==> src/rtl/chunked_addsub_seq.sv <==
// Multi-cycle wide adder/subtractor: processes CHUNK bits per cycle with a registered
// carry/borrow between chunks, valid/ready on both sides, flags delivered with the result.
module chunked_addsub_seq #(
  parameter int unsigned WIDTH = 32,
  parameter int unsigned CHUNK = 8
) (
  input  logic             clk,
  input  logic             rst_n,
  input  logic             in_valid,
  output logic             in_ready,
  input  logic             op_sub,
  input  logic [WIDTH-1:0] a,
  input  logic [WIDTH-1:0] b,
  input  logic             cin,
  output logic             out_valid,
  input  logic             out_ready,
  output logic [WIDTH-1:0] result,
  output logic             cout,
  output logic             ovf,
  output logic             zero
);

  localparam int unsigned NCHUNK = WIDTH / CHUNK;
  localparam int unsigned CW     = (NCHUNK > 1) ? $clog2(NCHUNK) : 1;

  typedef enum logic [1:0] {StIdle, StRun, StDone} state_e;

  state_e           state_q;
  logic [WIDTH-1:0] a_q, b_q, result_q;
  logic             sub_q, carry_q;
  logic [CW-1:0]    cnt_q;
  logic             out_valid_q, cout_q, ovf_q, zero_q;

  logic [CHUNK:0]   chunk_sum;
  logic [WIDTH-1:0] res_next;
  logic             last_chunk, msb_cin;

  // Operand registers shift right each RUN cycle, so the active chunk is always the low bits.
  always_comb begin
    chunk_sum  = {1'b0, a_q[CHUNK-1:0]} + {1'b0, b_q[CHUNK-1:0]} + {{CHUNK{1'b0}}, carry_q};
    res_next   = result_q;
    for (int j = 0; j < int'(NCHUNK); j++) begin
      if (cnt_q == CW'(j)) res_next[j*CHUNK +: CHUNK] = chunk_sum[CHUNK-1:0];
    end
    last_chunk = (cnt_q == CW'(NCHUNK - 1));
    // Carry into the MSB recovered from the MSB sum bit.
    msb_cin    = a_q[CHUNK-1] ^ b_q[CHUNK-1] ^ chunk_sum[CHUNK-1];
  end

  always_ff @(posedge clk or negedge rst_n) begin
    if (!rst_n) begin
      state_q     <= StIdle;
      a_q         <= '0;
      b_q         <= '0;
      sub_q       <= 1'b0;
      carry_q     <= 1'b0;
      cnt_q       <= '0;
      result_q    <= '0;
      out_valid_q <= 1'b0;
      cout_q      <= 1'b0;
      ovf_q       <= 1'b0;
      zero_q      <= 1'b0;
    end else begin
      unique case (state_q)
        StIdle: begin
          if (in_valid) begin
            a_q     <= a;
            b_q     <= op_sub ? ~b : b;
            sub_q   <= op_sub;
            carry_q <= op_sub ? ~cin : cin;
            cnt_q   <= '0;
            state_q <= StRun;
          end
        end
        StRun: begin
          result_q <= res_next;
          carry_q  <= chunk_sum[CHUNK];
          a_q      <= a_q >> CHUNK;
          b_q      <= b_q >> CHUNK;
          cnt_q    <= cnt_q + CW'(1);
          if (last_chunk) begin
            cout_q      <= sub_q ^ chunk_sum[CHUNK];
            ovf_q       <= msb_cin ^ chunk_sum[CHUNK];
            zero_q      <= (res_next == '0);
            out_valid_q <= 1'b1;
            state_q     <= StDone;
          end
        end
        StDone: begin
          if (out_ready) begin
            out_valid_q <= 1'b0;
            state_q     <= StIdle;
          end
        end
        default: state_q <= StIdle;
      endcase
    end
  end

  assign in_ready  = (state_q == StIdle);
  assign out_valid = out_valid_q;
  assign result    = result_q;
  assign cout      = cout_q;
  assign ovf       = ovf_q;
  assign zero      = zero_q;

endmodule
==> config.mk <==
export PLATFORM = sky130hd
export DESIGN_NAME = chunked_addsub_seq
export DESIGN_NICKNAME = d
export VERILOG_FILES = /design/src/rtl/chunked_addsub_seq.sv
export SDC_FILE = /design/constraint.sdc
export NUM_CORES = 1
export LEC_CHECK = 0
export CAP_MARGIN = 20
export CORE_ASPECT_RATIO = 1.25
export CORE_MARGIN = 2
export CORE_UTILIZATION = 35
export CTS_BUF_LIST = sky130_fd_sc_hd__clkbuf_16
export DETAILED_ROUTE_END_ITERATION = 8
export PLACE_DENSITY = 0.62
export SYNTH_ARGS = -nofsm -noshare
export SYNTH_HDL_FRONTEND = slang
export SYNTH_SLANG_ARGS = --single-unit
==> constraint.sdc <==
create_clock -name clk -period 6.3 [get_ports clk]
set_clock_uncertainty 0.2 [all_clocks]
set_input_delay 1.26 -clock clk [delete_from_list [all_inputs] [get_ports clk]]
set_output_delay 1.26 -clock clk [all_outputs]
set_load 0.1 [all_outputs]
==> reports/qor.yml <==
fp-row-count: 49
cp_max_fo: 5
grt_start_max_net_pins: 69
slew_headroom_pct: 31.8
yosys.area_share.simple_pct: 16.8
reg2regPathDepth: 9
synth_seq_cells: 106
drive_above_1_share_pct: 4.16
setup_viol: 0
max_freq_mhz: 269
synth_top_family_by_area: "simple AND/OR/NAND/NOR gates"
ant_nets: 0
netlist-cell-type-count: 37
end_kind: "output port"
drc_errors: 0
clock_sinks: 106
die-area_um2: 15400
cts-root-buf: "clkbuf_16"
tightest_slew_ps: 1020
muxShareOfSynthArea_pct: 0
cts-htree-levels: 3
postLayoutCellArea_um2: 6490
drv_cap: 0
die_h_um: 138
startpoint_type: "flop"
port_buffers: 106
nets: 704
syn_to_final_growth_pct: 28.9
arrival_ps: 2260
synth_edf_count: 0
core-area_um2: 14200
cts_buffer_depth: 2
antenna_found_initial: 1
required_ps: 4840
die_w_um: 111
cts_made_buffers: 9
timing.final.crit_share_pct: 59.0
drt_iter0_drc: 258
vias: 4074
critPathKind: "flop to output port"
synth_adder_area_share_pct: 3.53
ioPinCount: 107
ys_seq_area_share_pct: 52.7
start_util_pct: 35.4
async_flop_share_pct: 100
holdCritPathClass: "flop to flop"
postCtsSetupBuffers: 0
syn_area_per_cell_um2: 9.43
synth_nets: 617
rsz0062_at_grt: "false"
grt_pass1_wl_mm: 20.0
ctsResizeCount: 0
hold_viol: 0
synth_compound_area_share_pct: 16.5
overflow: 0
cts_hold_buffers: 0
cts_tree: "done"
layout_min_cycle_time_ps: 3720
dp_hpwl_mm: 8.81
status: "complete, no violations"
clk_pin_slew_ps: 70
insertedDiodeCount: 0
hold_depth: 2
grtUsageTotal_pct: 16.0
wl_per_cell_um: 15.2
clock_latency_ps: 340
synth_area_um2: 5040
syn_inst: 534
num-fill-cells: 1444
drt-pass1-iter-count: 5
drv_slew: 0
setup_tns_ps: 0
synthFlopType: "dfrtp_1"
place_area_um2: 6210
gp_congestion: 0.787
finalWirelength_mm: 12.2
yosys.area_share.xor_xnor_pct: 7.30
ys_warn_count: 0
grt_pass1_vias: 3947
avgViaCountPerCell: 5.07
-- synthesized netlist by cell type (2+ instances only) --
master	n	area (um2)
and2_1	2	12.5
buf_2	2	10.0
or4_1	3	22.5
nor3_1	5	25.0
o31ai_1	3	22.5
ha_1	11	138
o21ai_0	56	280
fa_1	2	40.0
nor2b_1	4	25.0
nand2_1	112	420
xor2_1	5	43.8
a221o_1	26	260
nand3_1	10	50.1
inv_1	8	30.0
nor4_1	3	18.8
a21oi_1	7	35.0
xnor2_1	37	324
dfrtp_1	106	2650
clkbuf_1	27	101
buf_1	4	15.0
a211oi_1	3	22.5
a31oi_1	23	144
nor2_1	61	229
-- flip-flops by register name, indices dropped and copies added (netlist names) --
name	cells
a_q	32
b_q	32
carry_q	1
cnt_q	2
cout	1
out_valid	1
ovf	1
result	32
state_q	2
sub_q	1
zero	1
-- per-stage QoR --
stage                     setup slack (ps)  cells  hold slack (ps)  util, %
after floorplan                       3130    534              250        -
after global placement                2880    787              264     43.7
after detailed placement              2820    787              272     43.7
after CTS                             2590    802              287     45.5
after global routing                  2500    803              309     45.6
final                                 2580    803              278     45.6
-- layer usage --
| layer | up-vias | global-route usage, % | wire length, um |
|---|---|---|---|
| met5 | - | 0 | 13 |
| met4 | 2 | 6.17 | 336 |
| met3 | 24 | 3.33 | 530 |
| met2 | 121 | 26.7 | 5850 |
| met1 | 1908 | 20.6 | 5470 |
| li1 | 2019 | - | - |
-- area by class of cell --
cell class / instances / area [um2] / share of cell area [%]
clock inverter: 6 / 35.0 / 0.540
multi-input combinational: 386 / 2230 / 34.4
clock buffer: 9 / 225 / 3.47
inverter: 8 / 30.0 / 0.463
sequential: 106 / 2650 / 40.9
timing repair buffer: 110 / 1100 / 16.9
tap: 178 / 223 / 3.43
-- path summary, 6_finish.rpt --
kind,end,slack (ps),from
min reg2reg,result[29]$_DFFE_PN0P_,280,result[29]$_DFFE_PN0P_
max reg2reg,zero$_DFFE_PN0P_,3170,a_q[0]$_DFFE_PN0P_
min in group asynchronous,result[26]$_DFFE_PN0P_,680,rst_n
max,in_ready,2580,state_q[0]$_DFFE_PN0P_
max in group asynchronous,cnt_q[0]$_DFFE_PN0P_,3990,rst_n
min,result[29]$_DFFE_PN0P_,280,result[29]$_DFFE_PN0P_
-- kinds of logic after synthesis --
kind of cell               count (synthesis)
DFF                                      106
AOI/OAI and AO/OA                        126
xor gates and xnor gates                  42
buffers and inverters                     42
adders and majority gates                 13
and+or+nand+nor                          205
-- worst max-delay path, cell delays in order (launching register included) --
cell             delay (ps)
dfrtp_1                 420
nor2_1                  280
clkdlybuf4s50_1        1210
-- cell usage in the layout, fill, tap and decap left out, drive strengths merged, types with 11 or more instances in the layout --
cell type	netlist	routed
o21ai	57	57
dfrtp	106	106
clkdlybuf4s50	0	104
xnor2	37	37
nor2	61	61
a221o	26	26
ha	11	11
nand2	113	113
a31oi	23	23
Power is not shown: default switching activity piles up to over one toggle a cycle in this logic, so the estimate is an artifact.
